### config.mk
export PLATFORM = sky130hd
export DESIGN_NAME = block_dispatcher
export DESIGN_NICKNAME = d
export VERILOG_FILES = /design/src/rtl/block_dispatcher.sv
export SDC_FILE = /design/constraint.sdc
export NUM_CORES = 1
export LEC_CHECK = 0
export ABC_CLOCK_PERIOD_IN_PS = 8000
export BUFFER_PORTS_ARGS = -buffer_cell sky130_fd_sc_hd__buf_2
export CAP_MARGIN = 20
export CORE_AREA = 2 2 151 153
export CTS_CLUSTER_DIAMETER = 60
export DETAILED_ROUTE_END_ITERATION = 7
export DIE_AREA = 0 0 153 155
export PLACE_DENSITY = 0.86
export SLEW_MARGIN = 5
export SYNTH_ARGS = -nofsm -noshare
export SYNTH_HDL_FRONTEND = slang
export SYNTH_SLANG_ARGS = --single-unit
### constraint.sdc
create_clock -name clk -period 8 [get_ports clk]
set_input_delay 0.4 -clock clk [delete_from_list [all_inputs] [get_ports clk]]
set_output_delay 0.4 -clock clk [all_outputs]
set_load 0.03 [all_outputs]
### src/rtl/block_dispatcher.sv
// block_dispatcher: kernel-launch front end that hands block IDs to free compute cores
// Ports:
//   clk            system clock
//   reset          asynchronous active-high reset
//   start          launch request, honoured only while idle
//   kernel_config  {num_blocks[127:96], num_warps_per_block[95:64],
//                   base_instr_addr[63:32], base_data_addr[31:0]}
//   core_done      per-core block-retire pulses
//   core_start     one-hot dispatch pulse; core_block_id carries its block ID
//   cfg_*          latched kernel configuration, stable while busy
//   busy           high whenever a kernel is in flight (any state but IDLE)
//   kernel_done    one-cycle completion pulse
//   kernel_cycles  busy-cycle counter, built only with BLOCK_DISPATCHER_PERF_EN defined
module block_dispatcher #(
    parameter int NUM_CORES = 4
) (
    input  logic                 clk,
    input  logic                 reset,
    input  logic                 start,
    input  logic [127:0]         kernel_config,
    input  logic [NUM_CORES-1:0] core_done,
    output logic [NUM_CORES-1:0] core_start,
    output logic [31:0]          core_block_id,
    output logic [31:0]          cfg_warps_per_block,
    output logic [31:0]          cfg_base_instr_addr,
    output logic [31:0]          cfg_base_data_addr,
    output logic                 busy,
    output logic                 kernel_done,
    output logic [31:0]          kernel_cycles
);
    typedef enum logic [1:0] {IDLE, DISPATCH, DRAIN, DONE} state_t;
    state_t state, state_next;
    logic [NUM_CORES-1:0] core_busy, free_oh, retire_mask;
    logic [31:0] num_blocks, dispatched, retired, retire_cnt, retired_next;
    logic free_any, accept, dispatch;
    // Highest-index free core wins; selection uses the registered busy bits so
    // a core freed this cycle only becomes eligible next cycle.
    always_comb begin
        free_oh = '0;
        free_any = 1'b0;
        for (int i = 0; i < NUM_CORES; i++) begin
            if (!core_busy[i]) begin
                free_oh = '0;
                free_oh[i] = 1'b1;
                free_any = 1'b1;
            end
        end
    end
    // Completions on cores that hold no block are ignored.
    always_comb begin
        retire_mask = core_done & core_busy;
        retire_cnt = '0;
        for (int i = 0; i < NUM_CORES; i++) retire_cnt = retire_cnt + 32'(retire_mask[i]);
    end
    assign retired_next = retired + retire_cnt;
    assign accept = state == IDLE && start;
    assign dispatch = state == DISPATCH && free_any && dispatched < num_blocks;
    assign busy = state != IDLE;
    assign kernel_done = state == DONE;
    always_ff @(posedge clk or posedge reset) begin
        if (reset) state <= IDLE;
        else state <= state_next;
    end
    // The final retirement always lands in DONE on the same edge, even if it
    // arrives while the last dispatch is still being closed out.
    always_comb begin
        state_next = state;
        case (state)
            IDLE:     if (start) state_next = kernel_config[127:96] == 32'd0 ? DONE : DISPATCH;
            DISPATCH: if (dispatched == num_blocks) state_next = retired_next == num_blocks ? DONE : DRAIN;
            DRAIN:    if (retired_next == num_blocks) state_next = DONE;
            DONE:     state_next = IDLE;
        endcase
    end
    always_ff @(posedge clk or posedge reset) begin
        if (reset) begin
            core_start <= '0;
            core_block_id <= '0;
            core_busy <= '0;
            dispatched <= '0;
            retired <= '0;
            num_blocks <= '0;
            cfg_warps_per_block <= '0;
            cfg_base_instr_addr <= '0;
            cfg_base_data_addr <= '0;
        end else begin
            core_start <= dispatch ? free_oh : '0;
            core_busy <= (core_busy & ~retire_mask) | (dispatch ? free_oh : '0);
            dispatched <= accept ? '0 : dispatched + 32'(dispatch);
            retired <= accept ? '0 : retired_next;
            if (dispatch) core_block_id <= dispatched;
            if (accept) begin
                num_blocks <= kernel_config[127:96];
                cfg_warps_per_block <= kernel_config[95:64];
                cfg_base_instr_addr <= kernel_config[63:32];
                cfg_base_data_addr <= kernel_config[31:0];
            end
        end
    end
`ifdef BLOCK_DISPATCHER_PERF_EN
    // Counts every busy cycle, including the DONE cycle, then holds once idle.
    always_ff @(posedge clk or posedge reset) begin
        if (reset) kernel_cycles <= '0;
        else if (accept) kernel_cycles <= '0;
        else if (busy) kernel_cycles <= kernel_cycles + 32'd1;
    end
`else
    assign kernel_cycles = '0;
`endif
endmodule

==> run metrics, run 1 <==
outcome=completed; primary flip-flop cell chosen by synthesis mapping=sky130_fd_sc_hd__dfrtp_1; average wire per cell in the routed design=between 15 and 20 µm; count of hold-fix buffers inserted at cts=0; sum of overflow across all layers after global routing=0; power density over the cells=183 nW/µm²; final setup margin=3.16 ns; post-CTS setup buffer count=0; final routed wirelength across all metal layers=31300 µm; cell leakage power=7.46 nW; crit-path max FO=10; TritonCTS Sinks=234; parity-gate share of the synthesized area counting xor and xnor cells=0.0665; largest buffer count on any clock path=3; area occupied by multi-input gates=5120 µm²; post-route DRC violation count=0; setup slack at placement=3.23 ns; Synth Area per Inst=9.39 µm²; number of antenna violations at the first check in global routing=2; family of cells with the greatest summed delay on the critical path=compound AO/OA/AOI/OAI gates; CTS root buffer=sky130_fd_sc_hd__clkbuf_16; simple-gate area share of the yosys netlist=0.224; pin count of the biggest net entering global routing=116; CP Data Arrival Time=5.23 ns; type of the worst min-delay path=in -> async; placed inst area=around 13000 µm²; total number of nets in the final design=1653; DPL Wire Length=23000 µm; cell area after technology mapping=11500 µm²; f_max=206 MHz; number of buffers inserted during clock tree synthesis=27; final period utilization=0.606; post-DR vias/cell=roughly 5.4; post-synthesis cell type count=57; final design area excluding fillers=13800 µm²; Clock Skew=approximately 0.014 ns; Post-Synthesis Cells=between 1000 and 1500; via count of the first global-routing pass=9588; area taken by flip-flops and latches=5860 µm²; final weighted congestion in routability-driven placement=0.961; number of synthesized register bits=234; critical setup path kind=reg -> reg; Final min period=about 4.8 ns; maximum resistive drop on vdd=around 0.14 mV; core outline area=22200 µm²; Reg2Reg Setup Slack=3.16 ns; clock slew seen by the registers of the worst setup and hold paths=approximately 0.06 ns; library cell appearing most often on the critical path=sky130_fd_sc_hd__fa_1; number of max-slew violations in the final report=0; synth-to-layout area growth=20.2%; total global routing track utilization=0.260; Initial Util=0.516; number of failing setup endpoints in the final timing report=0; async set-reset flop share out of synthesis=1.00; number of failing hold endpoints at the final stage=0; dominant combinational cell family by area after synthesis=simple AND/OR/NAND/NOR gates; share of synthesized cell area in full adder, half adder and majority cells=0.0488; synth warn=0; sequence of cells on the critical path=nand2_1, fa_1, inv_1, fa_1, a21oi_1, nor2_1, and3_1, xnor2_1, o2111ai_1, or4b_4, o41ai_4, a21boi_2, a41oi_1; total of max-cap violations=0; Worst slew margin=0.328; Post-synth EDFFs=0; total die area=23700 µm²; RSZ-0062 raised after global routing=false; Pre-antenna DRT Iters=5; measured slew at the worst slew-check pin=roughly 1.0 ns; CTS tree=built; multiplexer fraction of the synthesized cell area=0.0358; Setup TNS=0 ns; residual antenna-violating net count after detailed routing=0; type of origin of the critical path=register; endpoint class of the critical path=register; fraction of final layout cells sized beyond drive strength 1=0.238; number of vias after detailed routing=9541; CTS resizes=0; number of top-level pins=301; number of H-tree branching levels=1; share of synthesized area occupied by flip-flops and latches=0.510; count of port buffers added during placement=268; die boundary height=between 150 and 200 µm; FILL cells=1811; Rows=55; Max stage delay on crit path=0.66 ns; die width=~150 µm; insertion delay of the later-clocked pin in the worst-skew pair=0.53 ns; complex-gate fraction of the synthesized area=0.0595; Worst Path Buf+Inv=1; critical path's slowest cell=sky130_fd_sc_hd__a21oi_1; Starting DRT DRC Count=~600; CP Data Required Time=8.38 ns; first-pass GRT wire length=just under 50000 µm
-- cells in the mapped netlist (7+ instances only) --
cell	number	share of area
sky130_fd_sc_hd__inv_1	51	0.017
sky130_fd_sc_hd__nor2_1	77	0.025
sky130_fd_sc_hd__nor2b_1	7	0.0038
sky130_fd_sc_hd__xnor2_1	46	0.035
sky130_fd_sc_hd__buf_4	32	0.021
sky130_fd_sc_hd__and3_1	8	0.0044
sky130_fd_sc_hd__and2_1	7	0.0038
sky130_fd_sc_hd__dfrtp_1	234	0.51
sky130_fd_sc_hd__xor2_1	36	0.027
sky130_fd_sc_hd__nand4_1	33	0.018
sky130_fd_sc_hd__clkbuf_1	40	0.013
sky130_fd_sc_hd__nand3_1	30	0.013
sky130_fd_sc_hd__nor3_1	14	0.0061
sky130_fd_sc_hd__a21oi_1	17	0.0074
sky130_fd_sc_hd__nand2_1	356	0.12
sky130_fd_sc_hd__o21ai_0	52	0.023
sky130_fd_sc_hd__mux2_2	32	0.031
sky130_fd_sc_hd__nor4_1	18	0.0098
sky130_fd_sc_hd__ha_1	40	0.044
-- per-stage QoR --
| stage | hold WS (ns) | utilization | power [W] | instances |
|---|---|---|---|---|
| 2_1_floorplan | 0.476 | - | 0.00130 | 1253 |
| 3_5_place_dp | 0.456 | 0.581 | 0.00134 | 1731 |
| 4_1_cts | 0.0443 | 0.620 | 0.00255 | 1778 |
| 5_1_grt | 0.0463 | 0.620 | 0.00262 | 1780 |
| 6_report | 0.0351 | 0.620 | 0.00253 | 1780 |
| 3_3_place_gp | 0.453 | 0.581 | 0.00134 | 1731 |
-- placed cells by master, fill, tap and decap left out, drive strengths merged, types with 3 or more instances in the layout --
cell / count
a31oi: 6
o21ai: 52
nand4: 34
xor2: 36
nor3: 14
fa: 3
xnor2: 46
a21oi: 17
conb: 32
or3: 6
o2111ai: 4
buf: 274
nor2: 77
nand3: 30
nand2: 356
nand2b: 6
clkbuf: 39
o21a: 5
o31ai: 3
a21o: 5
mux2i: 5
nor4: 19
clkinvlp: 3
nor2b: 7
dfrtp: 234
ha: 40
and3: 8
and2: 7
mux2: 32
inv: 52
and4: 6
-- report_power, final --
group	switching [W]	total [W]	internal [W]	leakage [nW]
registers	0.0000143	0.00121	0.00119	2.93
clock network	0.000484	0.00121	0.000723	0.414
logic	0.0000743	0.000115	0.0000402	4.12
total	0.000573	0.00253	0.00196	7.46
-- routing by layer --
| metal | wire length [µm] | GRT usage | part of all wire | vias to the layer above |
|---|---|---|---|---|
| met4 | 1420 | 0.113 | 0.045 | 0 |
| met1 | 12400 | 0.327 | 0.40 | 4583 |
| li1 | - | - | - | 4483 |
| met3 | 2600 | 0.0607 | 0.083 | 85 |
| met2 | 14900 | 0.433 | 0.48 | 390 |
| met5 | 0 | 0 | 0 | - |
-- logic make-up after synthesis --
| group | Yosys count |
|---|---|
| AOI/OAI and AO/OA | 109 |
| xor gates and xnor gates | 84 |
| DFF | 234 |
| adders and majority gates | 43 |
| buffers and inverters | 132 |
| other | 1 |
| and+or+nand+nor | 582 |
| muxes | 37 |
-- sequential cells by signal, summed over array words and instances, names as in the netlist --
register	count
state	2
core_busy	4
cfg_warps_per_block	32
retired	32
cfg_base_data_addr	32
num_blocks	32
dispatched	32
core_start	4
cfg_base_instr_addr	32
core_block_id	32
-- cell type report --
type	instances	share of cell area
sequential	234	0.425
multi-input combinational	887	0.372
timing repair buffer	274	0.101
clock buffer	39	0.0552
tap	285	0.0259
inverter	51	0.0144
clock inverter	8	0.00753
antenna	2	0.000363
-- worst paths after layout --
path                                                     start                             endpoint  cells past startpoint
setup / recovery                        core_busy[3]$_DFF_PP0_                 state[0]$_DFFE_PP0P_                     13
min in group clk                             kernel_config[50]  cfg_base_instr_addr[18]$_DFFE_PP0P_                      3
hold / removal                                           reset   cfg_base_data_addr[11]$_DFFE_PP0P_                      2
hold reg to reg            cfg_base_instr_addr[22]$_DFFE_PP0P_  cfg_base_instr_addr[22]$_DFFE_PP0P_                      2
setup reg to reg                        core_busy[3]$_DFF_PP0_                 state[0]$_DFFE_PP0P_                     13
max in group asynchronous                                reset  cfg_warps_per_block[26]$_DFFE_PP0P_                      3
Note: power is estimated with default switching activity, not from simulation.
==> run 2: changes to the inputs <==
- ABC_AREA: default -> 1
- ABC_CLOCK_PERIOD_IN_PS: 8000 -> 4400
- CORE_AREA: 2 2 151 153 -> 2 2 159 161
- DIE_AREA: 0 0 153 155 -> 0 0 161 163
- PLACE_DENSITY: 0.86 -> 0.84
- clock period: 8 -> 4.4 ns (I/O delays scaled with it)
==> run metrics, run 2 <==
reg-to-reg startpoint=num_blocks[23]$_DFFE_PP0P_; cell leakage power=slightly above 8 nW; number of H-tree branching levels=1; Clock Skew=0.0103 ns; dominant combinational cell family by area after synthesis=simple AND/OR/NAND/NOR gates; average wire per cell in the routed design=17.1 µm; number of failing hold endpoints at the final stage=0; CTS root buffer=sky130_fd_sc_hd__clkbuf_16; measured slew at the worst slew-check pin=between 1 and 1.5 ns; async set-reset flop share out of synthesis=1.00; TritonCTS Sinks=234; synth-to-layout area growth=31.6%; complex-gate fraction of the synthesized area=0.0643; Worst slew margin=0.313; clock slew seen by the registers of the worst setup and hold paths=0.06 ns; total die area=26200 µm²; share of synthesized cell area in full adder, half adder and majority cells=0.0471; multiplexer fraction of the synthesized cell area=0; Hold Path Origin=core_done[3]; Net Switching=0.00410 W; insertion delay of the later-clocked pin in the worst-skew pair=0.53 ns; number of synthesized register bits=234; sum of overflow across all layers after global routing=0; Critical Path Source=num_blocks[23]$_DFFE_PP0P_; critical setup path kind=reg -> reg; top library cells by usage in the layout, fill and taps aside=625 x sky130_fd_sc_hd__nand2_1, 268 x sky130_fd_sc_hd__buf_2, 234 x sky130_fd_sc_hd__dfrtp_1, 139 x sky130_fd_sc_hd__inv_1, 130 x sky130_fd_sc_hd__dlygate4sd3_1; Starting DRT DRC Count=around 940; die width=161 µm; total of max-cap violations=0; core outline area=24700 µm²; Pwr Total=0.00932 W; cell area after technology mapping=11900 µm²; via count of the first global-routing pass=12100; first-pass GRT wire length=61400 µm; primary flip-flop cell chosen by synthesis mapping=sky130_fd_sc_hd__dfrtp_1; type of origin of the critical path=register; f_max=253 MHz; residual antenna-violating net count after detailed routing=0; crit-path max FO=4; Cell Count Post-Placement=2109; post-synthesis cell type count=40; RSZ-0062 raised after global routing=false; final setup margin=0.448 ns; simple-gate area share of the yosys netlist=0.308; Initial Util=0.482; final routed wirelength across all metal layers=39000 µm; setup slack at placement=0.452 ns; final period utilization=0.898; synth warn=0; CP Data Required Time=4.81 ns; fraction of final layout cells sized beyond drive strength 1=0.176; Int Pwr=0.00522 W; CTS tree=built; type of the worst min-delay path=in -> reg; number of vias after detailed routing=11900; Post-synth EDFFs=0; total global routing track utilization=0.295; Final min period=3.95 ns; top cell type by total area after synthesis=sky130_fd_sc_hd__dfrtp_1; largest cells by area after synthesis=sky130_fd_sc_hd__dfrtp_1 49%, sky130_fd_sc_hd__nand2_1 20%, sky130_fd_sc_hd__inv_1 4.4%, sky130_fd_sc_hd__ha_1 4.2%, sky130_fd_sc_hd__nor2_1 4.0%; part of the total power dissipated in sequential elements=0.345; Synth Area per Inst=approximately 7.7 µm²; power density over the cells=595 nW/µm²; Rows=58; pin count of the biggest net entering global routing=around 190; fraction of power spent switching nets=0.440; Non-Filler Instances=roughly 2300; most frequent standard cell in the layout excluding fill and tap cells=sky130_fd_sc_hd__nand2_1; share of synthesized area occupied by flip-flops and latches=0.492; number of top-level pins=roughly 300; count of port buffers added during placement=268; fraction of power consumed by the clock network=0.237; Setup TNS=0 ns; top-count cell post-synth=sky130_fd_sc_hd__nand2_1; Post-Synthesis Cells=roughly 1500; number of antenna violations at the first check in global routing=3; post-DR vias/cell=between 5 and 6; maximum resistive drop on vdd=0.544 mV; largest buffer count on any clock path=3; CP Data Arrival Time=4.36 ns; parity-gate share of the synthesized area counting xor and xnor cells=0.0104; DPL Wire Length=25100 µm; Pre-antenna DRT Iters=5; die boundary height=between 150 and 200 µm; total number of nets in the final design=2116; number of failing setup endpoints in the final timing report=0; Synth top cells by count=627 x sky130_fd_sc_hd__nand2_1, 234 x sky130_fd_sc_hd__dfrtp_1, 140 x sky130_fd_sc_hd__inv_1; number of max-slew violations in the final report=0; post-route DRC violation count=0; endpoint class of the critical path=register; outcome=completed; fraction of synthesized cell area taken by the top area cell type=0.492; logic gate share of total power=0.418; final weighted congestion in routability-driven placement=0.934; number of buffers inserted during clock tree synthesis=26
[run 2: changes by cell type in the layout (fill, tap and decap cells not counted), moves of 42 or more]
cell                            before  now
sky130_fd_sc_hd__nand2_1           355  625
sky130_fd_sc_hd__inv_1              50  139
sky130_fd_sc_hd__nand3_1            30   80
sky130_fd_sc_hd__xnor2_1            46    4
sky130_fd_sc_hd__nor2_1             77  126
sky130_fd_sc_hd__dlygate4sd3_1       0  130
[run 2: critical path, stage by stage (launching register included)]
cell	delay, ns
sky130_fd_sc_hd__dfrtp_1	0.35
sky130_fd_sc_hd__inv_1	0.07
sky130_fd_sc_hd__ha_1	0.31
sky130_fd_sc_hd__nand2_1	0.06
sky130_fd_sc_hd__inv_1	0.07
sky130_fd_sc_hd__a221oi_1	0.30
sky130_fd_sc_hd__o211ai_1	0.17
sky130_fd_sc_hd__a211oi_2	0.30
sky130_fd_sc_hd__nand2_2	0.10
sky130_fd_sc_hd__inv_1	0.08
sky130_fd_sc_hd__ha_1	0.18
sky130_fd_sc_hd__ha_1	0.19
sky130_fd_sc_hd__nand3_1	0.10
sky130_fd_sc_hd__nor2_1	0.21
sky130_fd_sc_hd__nand2_1	0.12
sky130_fd_sc_hd__nor3_1	0.40
sky130_fd_sc_hd__nand2_1	0.12
sky130_fd_sc_hd__nor3_1	0.37
sky130_fd_sc_hd__nand2_1	0.12
sky130_fd_sc_hd__o21ai_0	0.17
sky130_fd_sc_hd__a21oi_1	0.06
[run 2: cells by family (layout without fill, tap and decap cells)]
logic type               after synthesis  after routing
adder cells (fa/ha/maj)               43             43
flip-flops                           234            234
XOR/XNOR                              11             11
AND/OR/NAND/NOR                      901            901
other                                  1             35
buffers and inverters                216            595
AO/OA/AOI/OAI                        140            140
[run 2: repair_timing]
item,4_1_cts,5_1_grt
hold endpoints to repair,175,0
buffers inserted,0,0
setup endpoints to repair,0,3
hold buffers,130,0
gates resized for setup,0,1
[run 2: power groups by stage]
stage	sequential (W)	clock (W)	combinational [W]
after floorplan	0.00403	0	0.00169
after global placement	0.00315	0	0.00356
after detailed placement	0.00316	0	0.00368
after CTS	0.00316	0.00221	0.00377
after global routing	0.00328	0.00232	0.00422
final	0.00322	0.00221	0.00389
[run 2: layer usage]
metal	share of wire	global-route usage
met5	0	0
met3	0.080	0.0705
met2	0.48	0.506
met4	0.060	0.168
met1	0.38	0.339
[run 2: cell type report]
type,count,area (µm²)
clock inverter,9,105
multi-input combinational,1127,5250
antenna,3,7.51
clock buffer,37,753
timing repair buffer,406,2740
fill,1953,9010
inverter,143,546
sequential,234,5860
tap,330,413
[run 2: worst paths after layout]
check / end / slack, ns / cells past startpoint
worst max-delay path: dispatched[26]$_DFF_PP0_ / 0.45 / 20
worst min-delay path: core_busy[3]$_DFF_PP0_ / 0.02 / 3
worst max register to register: dispatched[26]$_DFF_PP0_ / 0.45 / 20
worst min register to register: cfg_base_instr_addr[20]$_DFFE_PP0P_ / 0.47 / 2
max in group asynchronous: state[0]$_DFFE_PP0P_ / 3.08 / 4
min in group asynchronous: cfg_base_data_addr[28]$_DFFE_PP0P_ / 0.47 / 4
[run 2: stage by stage]
step / util / hold WS, ns / instance area [µm²]
after floorplan: - / 0.329 / 12000
after global placement: 0.546 / 0.411 / 13500
after detailed placement: 0.546 / 0.416 / 13500
after CTS: 0.633 / 0.000651 / 15600
after global routing: 0.635 / 0.0104 / 15700
final: 0.635 / 0.0157 / 15700
==> run 3: changes to the inputs <==
- ABC_AREA: 1 -> default
- CAP_MARGIN: 20 -> 40
- CORE_AREA: 2 2 159 161 -> 2 2 158 160
- DIE_AREA: 0 0 161 163 -> 0 0 160 162
- PLACE_DENSITY: 0.84 -> 0.83
==> run metrics, run 3 (same netlist as run 1, synthesis figures left out) <==
outcome=completed; Critical Path Source=core_done[0]; sum of overflow across all layers after global routing=0; number of failing hold endpoints at the final stage=0; synth-to-layout area growth=34.6%; core occupancy in the finished layout=0.641; pin count of the biggest net entering global routing=~180; die width=between 150 and 200 µm; number of H-tree branching levels=1; Pre-antenna DRT Iters=5; family of cells with the greatest summed delay on the critical path=simple AND/OR/NAND/NOR gates; number of antenna violations at the first check in global routing=3; number of buffers inserted during clock tree synthesis=27; total number of nets in the final design=1803; sequence of cells on the critical path=dlygate4sd3_1, buf_2, nand2_2, fa_1, inv_2, fa_2, inv_2, fa_2, nand4b_4, or4_4, buf_6, o211ai_1, o2111ai_1, or4b_4, o41ai_4, a21boi_2, a41oi_2; setup slack at placement=-0.0364 ns; via count of the first global-routing pass=10800; insertion delay of the later-clocked pin in the worst-skew pair=0.53 ns; TritonCTS Sinks=234; fraction of final layout cells sized beyond drive strength 1=0.241; post-route DRC violation count=0; power density over the cells=306 nW/µm²; most frequent standard cell in the layout excluding fill and tap cells=sky130_fd_sc_hd__nand2_1; first-pass GRT wire length=~56000 µm; capturing element of the worst setup path=state[0]$_DFFE_PP0P_; final period utilization=0.984; Reg2Reg Setup Slack=0.10 ns; final setup margin=a little under 0.07 ns; type of origin of the critical path=primary input; number of max-slew violations in the final report=0; logic gate share of total power=0.065; residual antenna-violating net count after detailed routing=0; Stages on worst setup path=17; number of vias after detailed routing=about 10000; fraction of power spent switching nets=0.232; CTS tree=built; Max stage delay on crit path=0.55 ns; FILL cells=1841; core outline area=24100 µm²; cell leakage power=8.14 nW; Net Switching=0.00109 W; top library cells by usage in the layout, fill and taps aside=353 x sky130_fd_sc_hd__nand2_1, 268 x sky130_fd_sc_hd__buf_2, 234 x sky130_fd_sc_hd__dfrtp_1, 133 x sky130_fd_sc_hd__dlygate4sd3_1, 74 x sky130_fd_sc_hd__nor2_1; Non-Filler Instances=~2000; clock slew seen by the registers of the worst setup and hold paths=0.06 ns; maximum resistive drop on vdd=0.299 mV; final weighted congestion in routability-driven placement=0.934; DPL Wire Length=22900 µm; Final min period=4.33 ns; endpoint class of the critical path=register; length in cells of the worst reg-to-reg path=15; die boundary height=about 160 µm; critical path's slowest cell=sky130_fd_sc_hd__dlygate4sd3_1; Setup TNS=0 ns; Clock Skew=0.0108 ns; part of the total power dissipated in sequential elements=0.465; critical setup path kind=in -> reg; Worst slew margin=0.233; worst hold slack=0.236 ns; reg-to-reg startpoint=core_busy[0]$_DFF_PP0_; final routed wirelength across all metal layers=35300 µm; CTS root buffer=sky130_fd_sc_hd__clkbuf_16; total of max-cap violations=0; Rows=57; CP Data Arrival Time=4.72 ns; CP Data Required Time=4.79 ns; total global routing track utilization=0.270; Int Pwr=0.00363 W; number of top-level pins=301; Starting DRT DRC Count=729; Initial Util=0.476; number of failing setup endpoints in the final timing report=0; Reg2Reg Capture Point=state[0]$_DFFE_PP0P_; Worst Path Buf+Inv=5; type of the worst min-delay path=in -> reg; RSZ-0062 raised after global routing=true; f_max=231 MHz; measured slew at the worst slew-check pin=~1.1 ns; largest buffer count on any clock path=3; total die area=25900 µm²; post-DR vias/cell=5.25; crit-path max FO=6; fraction of power consumed by the clock network=0.470; average wire per cell in the routed design=17.9 µm; Cell Count Post-Placement=1786; count of port buffers added during placement=roughly 270
## run 3: routing by layer
layer / wire, µm / vias to the layer above / share of wire / track usage
met2: 17700 / 449 / 0.50 / 0.470
li1: - / 4791 / - / -
met1: 13700 / 5013 / 0.39 / 0.330
met4: 1350 / 0 / 0.038 / 0.106
met5: 0 / - / 0 / 0
met3: 2650 / 102 / 0.075 / 0.0585
## run 3: final cells by class
| cell class | instances | area (µm²) | area share |
|---|---|---|---|
| inverters | 51 | 195 | 0.0126 |
| multi-input cells | 887 | 5210 | 0.337 |
| flip-flops and latches | 234 | 5860 | 0.379 |
| clock inverters | 12 | 109 | 0.00705 |
| well taps | 324 | 405 | 0.0262 |
| clock buffers | 37 | 783 | 0.0507 |
| diodes | 2 | 5.00 | 0.000324 |
| repair buffers | 424 | 2890 | 0.187 |
## run 3: worst min-delay path: cells and delay by family
family | cells | cell delay (ns)
compound gates | 2 | 0.39
buf+inv | 1 | 0.12
## run 3: how the worst min path moves through the flow
stage	slack (ns)	cells after the start	startpoint	end
3_3_place_gp	0.41	3	kernel_config[34]	cfg_base_instr_addr[2]$_DFFE_PP0P_
6_report	0.24	3	start	state[1]$_DFFE_PP0P_
3_5_place_dp	0.41	3	kernel_config[5]	cfg_base_data_addr[5]$_DFFE_PP0P_
4_1_cts	0.17	3	start	state[0]$_DFFE_PP0P_
2_1_floorplan	0.31	1	core_done[3]	core_busy[3]$_DFF_PP0_
5_1_grt	0.26	3	start	state[0]$_DFFE_PP0P_
## run 3: timing repair
item	4_1_cts	5_1_grt
hold buffers	133	0
setup buffers	0	1
setup endpoints to repair	2	13
cloned	0	0
gates resized for setup	2	24
pin swaps	1	5
hold endpoints to repair	184	0
## run 3: per-stage QoR
stage                     instance area [µm²]  total power [W]
after floorplan                         11600          0.00237
after global placement                  13100          0.00243
after detailed placement                13100          0.00244
after CTS                               15400          0.00475
after global routing                    15400          0.00488
final                                   15400          0.00472
## run 3: power by group through the flow
stage | Clock (W) | Combinational [W] | Sequential (W)
CTS | 0.00226 | 0.000300 | 0.00219
global placement | 0 | 0.000202 | 0.00223
detailed placement | 0 | 0.000206 | 0.00223
floorplan | 0 | 0.000138 | 0.00223
global route | 0.00235 | 0.000335 | 0.00220
finish | 0.00222 | 0.000307 | 0.00220
